[config.mk]
export PLATFORM = sky130hd
export DESIGN_NAME = game_sequencer
export DESIGN_NICKNAME = d
export VERILOG_FILES = /design/src/rtl/snake_pkg.sv /design/src/rtl/dir_queue.sv /design/src/rtl/game_sequencer.sv
export SDC_FILE = /design/constraint.sdc
export NUM_CORES = 1
export LEC_CHECK = 0
export CAP_MARGIN = 30
export CORE_MARGIN = 3
export CORE_UTILIZATION = 54
export CTS_BUF_LIST = sky130_fd_sc_hd__clkbuf_2
export DETAILED_ROUTE_END_ITERATION = 16
export PLACE_DENSITY = 0.89
export SLEW_MARGIN = 25
export SYNTH_ARGS = -nofsm -noshare
export SYNTH_HDL_FRONTEND = slang
export SYNTH_SLANG_ARGS = --single-unit
[constraint.sdc]
create_clock -name clka -period 3.8 [get_ports clka]
set_input_delay 0.38 -clock clka [delete_from_list [all_inputs] [get_ports clka]]
set_output_delay 0.38 -clock clka [all_outputs]
set_load 0.03 [all_outputs]
[src/rtl/snake_pkg.sv]
// Shared encodings for the snake game sequencer: game, direction and execution
// states plus the one-hot button codes seen on direction_in.
package snake_pkg;

  typedef enum logic [1:0] {
    GAME_INIT  = 2'd0,
    GAME_RUN   = 2'd1,
    GAME_STOP  = 2'd2,
    GAME_PAUSE = 2'd3
  } game_state_e;

  typedef enum logic [1:0] {
    DIR_UP    = 2'd0,
    DIR_DOWN  = 2'd1,
    DIR_LEFT  = 2'd2,
    DIR_RIGHT = 2'd3
  } dir_e;

  typedef enum logic [2:0] {
    EXEC_UPDATE     = 3'd0,
    EXEC_CHECK      = 3'd1,
    EXEC_INPUT      = 3'd2,
    EXEC_WAIT_LOGIC = 3'd3,
    EXEC_DISPLAY    = 3'd4
  } exec_state_e;

  localparam logic [3:0] BTN_UP    = 4'b0001;
  localparam logic [3:0] BTN_DOWN  = 4'b0010;
  localparam logic [3:0] BTN_LEFT  = 4'b0100;
  localparam logic [3:0] BTN_RIGHT = 4'b1000;

  function automatic logic btn_is_valid(input logic [3:0] btn);
    return (btn == BTN_UP) || (btn == BTN_DOWN) || (btn == BTN_LEFT) || (btn == BTN_RIGHT);
  endfunction

  function automatic dir_e btn_to_dir(input logic [3:0] btn);
    dir_e d;
    case (btn)
      BTN_DOWN:  d = DIR_DOWN;
      BTN_LEFT:  d = DIR_LEFT;
      BTN_RIGHT: d = DIR_RIGHT;
      default:   d = DIR_UP;
    endcase
    return d;
  endfunction

  function automatic dir_e dir_opposite(input dir_e d);
    dir_e o;
    case (d)
      DIR_UP:   o = DIR_DOWN;
      DIR_DOWN: o = DIR_UP;
      DIR_LEFT: o = DIR_RIGHT;
      default:  o = DIR_LEFT;
    endcase
    return o;
  endfunction

endpackage

[src/rtl/dir_queue.sv]
// Circular FIFO of buffered direction presses. A press is rejected when it
// repeats or reverses the most recent direction (queue tail, or current heading).
module dir_queue
  import snake_pkg::*;
#(
  parameter int DEPTH = 2
) (
  input  logic       i_clk,
  input  logic       i_rst_n,
  input  logic       i_press_valid,
  input  dir_e       i_press_dir,
  input  logic       i_accept_en,
  input  dir_e       i_cur_dir,
  input  logic       i_pop,
  output dir_e       o_head,
  output logic [2:0] o_count
);

  localparam logic [1:0] LAST = 2'(DEPTH - 1);
  localparam logic [2:0] FULL = 3'(DEPTH);

  dir_e       r_mem [4];
  logic [1:0] r_wr_ptr;
  logic [1:0] r_rd_ptr;
  logic [2:0] r_count;

  logic [1:0] w_tail_ptr;
  dir_e       w_ref;
  logic       w_push;
  logic       w_pop;

  function automatic logic [1:0] next_ptr(input logic [1:0] p);
    return (p == LAST) ? 2'd0 : p + 2'd1;
  endfunction

  assign w_tail_ptr = (r_wr_ptr == 2'd0) ? LAST : r_wr_ptr - 2'd1;
  // Reference is taken before any same-cycle pop, so the check sees the pre-pop tail.
  assign w_ref  = (r_count != 3'd0) ? r_mem[w_tail_ptr] : i_cur_dir;
  assign w_push = i_press_valid && i_accept_en && (r_count != FULL) &&
                  (i_press_dir != w_ref) && (i_press_dir != dir_opposite(w_ref));
  assign w_pop  = i_pop && (r_count != 3'd0);

  assign o_head  = r_mem[r_rd_ptr];
  assign o_count = r_count;

  always_ff @(posedge i_clk or negedge i_rst_n) begin
    if (!i_rst_n) begin
      r_wr_ptr <= 2'd0;
      r_rd_ptr <= 2'd0;
      r_count  <= 3'd0;
      for (int i = 0; i < 4; i++) r_mem[i] <= DIR_UP;
    end else begin
      if (w_push) begin
        r_mem[r_wr_ptr] <= i_press_dir;
        r_wr_ptr        <= next_ptr(r_wr_ptr);
      end
      if (w_pop) r_rd_ptr <= next_ptr(r_rd_ptr);
      case ({w_push, w_pop})
        2'b10:   r_count <= r_count + 3'd1;
        2'b01:   r_count <= r_count - 3'd1;
        default: r_count <= r_count;
      endcase
    end
  end

endmodule

[src/rtl/game_sequencer.sv]
// Snake game sequencer: per-tick execution FSM, game/direction state, watchdog
// on the datapath handshake, and row-scanned LED matrix drive.
module game_sequencer
  import snake_pkg::*;
#(
  parameter int ROWS            = 8,
  parameter int COLS            = 8,
  parameter int REFRESH_CYCLES  = 4,
  parameter int DIR_QUEUE_DEPTH = 2,
  parameter int LOGIC_TIMEOUT   = 255
) (
  input  logic                 clka,
  input  logic                 restart_n,
  input  logic [3:0]           direction_in,
  input  logic                 pause_in,
  input  logic                 logic_done,
  input  logic                 game_end,
  input  logic [ROWS*COLS-1:0] led_array,
  output logic [1:0]           game_state,
  output logic [1:0]           direction_state,
  output logic [2:0]           execution_state,
  output logic                 logic_tick,
  output logic                 no_update,
  output logic [ROWS-1:0]      row_cathode,
  output logic [COLS-1:0]      column_anode,
  output logic [2:0]           queue_count,
  output logic                 logic_timeout
);

  localparam logic [3:0]  ROW_LAST   = 4'(ROWS - 1);
  localparam logic [7:0]  FRAME_LAST = 8'(REFRESH_CYCLES - 1);
  localparam logic [15:0] WAIT_LAST  = 16'(LOGIC_TIMEOUT - 1);

  exec_state_e r_exec;
  exec_state_e w_exec_next;
  game_state_e r_game;
  dir_e        r_dir;
  logic [15:0] r_wait_cnt;
  logic [3:0]  r_row;
  logic [7:0]  r_frame;
  logic        r_end_flag;
  logic        r_pause_req;
  logic        r_timeout;
  logic        r_pause_prev;
  logic [3:0]  r_btn_prev;

  logic        w_press_valid;
  logic        w_pause_rise;
  logic        w_wait_expire;
  logic        w_display_done;
  logic        w_accept_en;
  dir_e        w_q_head;
  logic [2:0]  w_q_count;

  assign w_press_valid  = (direction_in != r_btn_prev) && btn_is_valid(direction_in);
  assign w_pause_rise   = pause_in && !r_pause_prev;
  assign w_accept_en    = (r_game == GAME_INIT) || (r_game == GAME_RUN);
  assign w_wait_expire  = (r_exec == EXEC_WAIT_LOGIC) && !logic_done && (r_wait_cnt == WAIT_LAST);
  assign w_display_done = (r_row == ROW_LAST) && (r_frame == FRAME_LAST);

  dir_queue #(.DEPTH(DIR_QUEUE_DEPTH)) u_dir_queue (
    .i_clk         (clka),
    .i_rst_n       (restart_n),
    .i_press_valid (w_press_valid),
    .i_press_dir   (btn_to_dir(direction_in)),
    .i_accept_en   (w_accept_en),
    .i_cur_dir     (r_dir),
    .i_pop         (r_exec == EXEC_INPUT),
    .o_head        (w_q_head),
    .o_count       (w_q_count)
  );

  always_ff @(posedge clka or negedge restart_n) begin
    if (!restart_n) r_exec <= EXEC_UPDATE;
    else            r_exec <= w_exec_next;
  end

  // CHECK sees the game state already updated by the preceding UPDATE.
  always_comb begin
    w_exec_next = r_exec;
    case (r_exec)
      EXEC_UPDATE:     w_exec_next = EXEC_CHECK;
      EXEC_CHECK:      w_exec_next = ((r_game == GAME_INIT) || (r_game == GAME_PAUSE)) ?
                                     EXEC_DISPLAY : EXEC_INPUT;
      EXEC_INPUT:      w_exec_next = EXEC_WAIT_LOGIC;
      EXEC_WAIT_LOGIC: if (logic_done || w_wait_expire) w_exec_next = EXEC_DISPLAY;
      EXEC_DISPLAY:    if (w_display_done) w_exec_next = EXEC_UPDATE;
      default:         w_exec_next = EXEC_UPDATE;
    endcase
  end

  always_ff @(posedge clka or negedge restart_n) begin
    if (!restart_n) begin
      r_game       <= GAME_INIT;
      r_dir        <= DIR_RIGHT;
      r_end_flag   <= 1'b0;
      r_pause_req  <= 1'b0;
      r_timeout    <= 1'b0;
      r_pause_prev <= 1'b0;
      r_btn_prev   <= 4'd0;
    end else begin
      r_pause_prev <= pause_in;
      r_btn_prev   <= direction_in;
      if (w_pause_rise)                r_pause_req <= 1'b1;
      else if (r_exec == EXEC_UPDATE)  r_pause_req <= 1'b0;
      if (r_exec == EXEC_UPDATE) begin
        r_end_flag <= 1'b0;
        case (r_game)
          GAME_INIT:  if (w_q_count != 3'd0) r_game <= GAME_RUN;
          GAME_RUN:   if (r_end_flag) r_game <= GAME_STOP;
                      else if (r_pause_req) r_game <= GAME_PAUSE;
          GAME_PAUSE: if (r_pause_req) r_game <= GAME_RUN;
          default:    r_game <= r_game;
        endcase
      end else if ((r_exec == EXEC_WAIT_LOGIC) && logic_done && game_end) begin
        r_end_flag <= 1'b1;
      end
      if (w_wait_expire) r_timeout <= 1'b1;
      if ((r_exec == EXEC_INPUT) && (w_q_count != 3'd0)) r_dir <= w_q_head;
    end
  end

  always_ff @(posedge clka or negedge restart_n) begin
    if (!restart_n) begin
      r_wait_cnt <= 16'd0;
      r_row      <= 4'd0;
      r_frame    <= 8'd0;
    end else begin
      r_wait_cnt <= (r_exec == EXEC_WAIT_LOGIC) ? r_wait_cnt + 16'd1 : 16'd0;
      if (r_exec != EXEC_DISPLAY) begin
        r_row   <= 4'd0;
        r_frame <= 8'd0;
      end else if (r_row == ROW_LAST) begin
        r_row   <= 4'd0;
        r_frame <= (r_frame == FRAME_LAST) ? 8'd0 : r_frame + 8'd1;
      end else begin
        r_row <= r_row + 4'd1;
      end
    end
  end

  always_comb begin
    row_cathode  = '1;
    column_anode = '0;
    if (r_exec == EXEC_DISPLAY) begin
      for (int r = 0; r < ROWS; r++) begin
        if (r_row == 4'(r)) begin
          row_cathode[r] = 1'b0;
          column_anode   = led_array[r*COLS +: COLS];
        end
      end
    end
  end

  assign game_state      = r_game;
  assign direction_state = r_dir;
  assign execution_state = r_exec;
  assign logic_tick      = (r_exec == EXEC_INPUT);
  assign no_update       = (r_exec == EXEC_INPUT) && (r_game == GAME_STOP);
  assign queue_count     = w_q_count;
  assign logic_timeout   = r_timeout;

endmodule

==> flow_summary_export.csv <==
group,metric,value,unit
worst_setup_path,worstSetupPathType,"flip-flop to primary output",
worst_setup_path,r2r_slack,1190,ps
placement,portBuffers,101,
synthesis,synthMuxAreaShare,4.96,%
global_route,antenna_found_initial,0,
worst_setup_path,start_kind,"flip-flop",
timing,worst_pin_slew,852,ps
timing,finalSetupTns,0,ps
timing,post-route-period-util,93.2,%
worst_hold_path,min_from,"pause_in",
worst_setup_path,path_cells,"inv_1 > ha_1 > nor2b_1 > a221oi_1 > nor3_1 > a211oi_1 > o31ai_1 > clkdlybuf4s50_1",
flow_run,max_cap_viol_count,0,
placement,hpwl,7280,um
routing,vias,3207,
synthesis,synthSimpleGateAreaFrac,21.5,%
clock_tree,h-tree-depth,3,
synthesis,synth_top_area_share,38.6,%
synthesis,synth_common_cells,"dfrtp_1 (56), nand2_1 (41), nor2_1 (33)",
worst_setup_path,cp.required,3420,ps
global_route,grt_pass1_vias,3163,
synthesis,synth_xor_area_share,6.99,%
layout,final_cell_count_no_fill,564,
layout,drive_gt1_share,8.21,%
clock_tree,clock_path_buffers,2,
synthesis,synth-main-ff-cell,"dfrtp_1",
worst_hold_path,min_to,"r_pause_prev",
synthesis,syn_inst,384,
worst_setup_path,rr_worst_depth,11,
clock_tree,clkSinkCount,58,
timing,hold_viol,0,
synthesis,synthAdderAreaFrac,5.03,%
pwr,peakVddDrop,0.415,mV
synthesis,yosysMostFrequentCell,"dfrtp_1",
synthesis,yosysTopAreaCell,"dfrtp_1",
synthesis,yosysSeqAreaShare,40.0,%
timing,rsz0062_at_grt,"no",
global_route,track_usage,25.7,%
synthesis,async_flop_share,100,%
floorplanning,chipWidth,88.0,um
floorplanning,core_region_area,6420,sq um
synthesis,synth_cell_type_count,55,
timing,max_clock_freq,282,MHz
global_route,grt_max_degree,41,
synthesis,synth.net_count,471,
floorplanning,fp.dieH,88.0,um
global_route,overflow,0,
synthesis,syn_area,3630,sq um
timing,slew_headroom,43.2,%
timing,maxSlewViolCount,0,
layout,antenna_cells,0,
placement,dp_cells,547,
timing,fin_crit,3540,ps
timing,setup_violations,0,
clock_tree,clockRootBuffer,"clkbuf_2",
routing,post_drt_wl_per_cell,16.8,um
worst_setup_path,crit_arrival,3160,ps
worst_setup_path,critPathSlowestCell,"clkdlybuf4s50_1",
layout,syn_to_final_growth,32.1,%
timing,clock_skew,31.3,ps
routing,wirelength,9470,um
worst_setup_path,worstSetupEndpointType,"primary output",
timing,worst_hold_slack,403,ps
synthesis,synth_edf_count,0,
worst_setup_path,path_max_fanout,18,
routing,dr.pass1.iters,4,
pwr,p_leak,2.07,nW
placement,place.gp.congestion,0.871,
pwr,finalPower,2.45,mW
layout,layout.nets,569,
clock_tree,clk_latency,490,ps
global_route,grt_pass1_wl,15600,um
clock_tree,tritoncts,"yes",
synthesis,synth_top_family_by_area,"simple AND/OR/NAND/NOR gates",
outcome,outcome,"completed",
floorplanning,row_count,29,
synthesis,synth_warnings,0,
placement,postPlaceCellArea,4680,sq um
routing,ant_nets,0,
synthesis,yosys-top-cells-area,"dfrtp_1 (39%), ha_1 (4.5%), nand2_1 (4.2%)",
layout,final_area,4800,sq um
synthesis,avgSynthCellArea,9.46,sq um
floorplanning,dieArea,7750,sq um
clock_tree,cts_buffers,9,
worst_setup_path,max_stage_delay,610,ps
routing,drtIter0Drc,158,
worst_hold_path,hold_path.class,"input pin to flip-flop",
routing,avgViaCountPerCell,5.69,
pwr,p_per_area,510,nW/um^2
synthesis,synth-compound-area-share,17.4,%
routing,drc_errors,0,
clock_tree,path_clk_slew,170,ps
worst_setup_path,r2r_end,"u_dir_queue.o_count[2]",
floorplanning,initial_core_util,56.6,%
worst_hold_path,hold_depth,1,
synthesis,ys_ff_latch,58,
worst_setup_path,r2r-start,"u_dir_queue.o_count[1]",
floorplanning,ios,102,
==> worst max-delay path by stage <==
stage               slack, ps       startpoint                     end
floorplan                1030         r_row[0]         column_anode[7]
global placement          830  direction_in[2]  u_dir_queue.o_count[2]
detailed placement        690  direction_in[2]  u_dir_queue.o_count[2]
CTS                       180         r_row[0]         column_anode[2]
global route                2         r_row[1]         column_anode[4]
finish                    260         r_row[1]         column_anode[4]
==> flip-flops by register name (all words and copies together) (netlist names) <==
| name | flops |
|---|---|
| direction_state | 2 |
| r_btn_prev | 4 |
| u_dir_queue.r_mem | 8 |
| r_wait_cnt | 16 |
| r_pause_req | 1 |
| u_dir_queue.o_count | 3 |
| logic_timeout | 1 |
| r_frame | 8 |
| u_dir_queue.r_rd_ptr | 2 |
| r_end_flag | 1 |
| u_dir_queue.r_wr_ptr | 2 |
| r_row | 4 |
| r_pause_prev | 1 |
| game_state | 2 |
| execution_state | 3 |
==> logic make-up (layout without fill, tap and decap cells) <==
kind of cell | Yosys count | in the layout
flops | 58 | 58
fa+ha+maj | 14 | 14
simple gates | 153 | 153
xor+xnor | 29 | 29
buf+inv | 36 | 139
mux | 14 | 14
compound gates | 80 | 80
==> stage by stage <==
step,util [%],worst slack [ps]
floorplan,-,1030
finish,74.7,260
CTS,74.7,177
global placement,72.8,827
global route,74.7,2.30
detailed placement,72.8,685
==> placed cells by master (no fill, tap or decap), types with 3 or more instances in the layout <==
master / instances
nor2b_1: 19
and2_1: 5
nand2_1: 41
xnor2_1: 17
and4_1: 4
nand3_1: 9
a21oi_1: 9
mux2_1: 4
or3_1: 4
a22oi_1: 8
xor2_1: 12
o21ai_0: 14
inv_1: 17
dfrtp_1: 56
a2111oi_2: 4
buf_4: 4
nor3_1: 16
ha_1: 12
nor2_1: 33
o31ai_1: 10
o211a_1: 8
a221oi_1: 8
mux2_2: 5
and3_1: 6
clkinv_2: 3
clkbuf_2: 10
a211oi_1: 8
nand4_1: 4
clkdlybuf4s50_1: 100
==> repair_timing <==
item / 4_1_cts / 5_1_grt
endpoints found under the setup margin: 0 / 2
hold buffers: 1 / 0
gates resized for setup: 0 / 1
endpoints found under the hold margin: 33 / 0
setup buffers: 0 / 0
==> power breakdown <==
| part | switching [mW] | total [mW] | leakage [nW] | internal, mW |
|---|---|---|---|---|
| logic | 0.648 | 1.17 | 1.24 | 0.523 |
| clock network | 0.234 | 0.384 | 0.0731 | 0.151 |
| registers | 0.151 | 0.890 | 0.763 | 0.739 |
| total | 1.03 | 2.45 | 2.07 | 1.41 |
==> layer usage <==
layer	global-route usage [%]	part of all wire (%)	vias to the layer above	wire (um)
met1	32.4	42	1538	4000
li1	-	-	1568	-
met2	44.9	51	88	4860
met5	0	0	-	0
met3	5.08	4.9	13	464
met4	7.28	1.5	0	144
==> worst max-delay path, delay by kind of cell (launching register included) <==
| family | cells | cell delay [ps] |
|---|---|---|
| flip-flops | 1 | 440 |
| adder cells (fa/ha/maj) | 1 | 570 |
| buffers and inverters | 2 | 710 |
| AND/OR/NAND/NOR | 2 | 220 |
| AO/OA/AOI/OAI | 3 | 750 |
==> area by class of cell <==
cell class | instances | area [sq um]
multi-input cells | 290 | 2030
inverters | 17 | 63.8
clock inverters | 6 | 57.6
fillers | 441 | 1630
well taps | 77 | 96.3
flip-flops and latches | 58 | 1450
clock buffers | 10 | 50.0
repair buffers | 106 | 1050
Note: power is estimated with default switching activity, not from simulation.
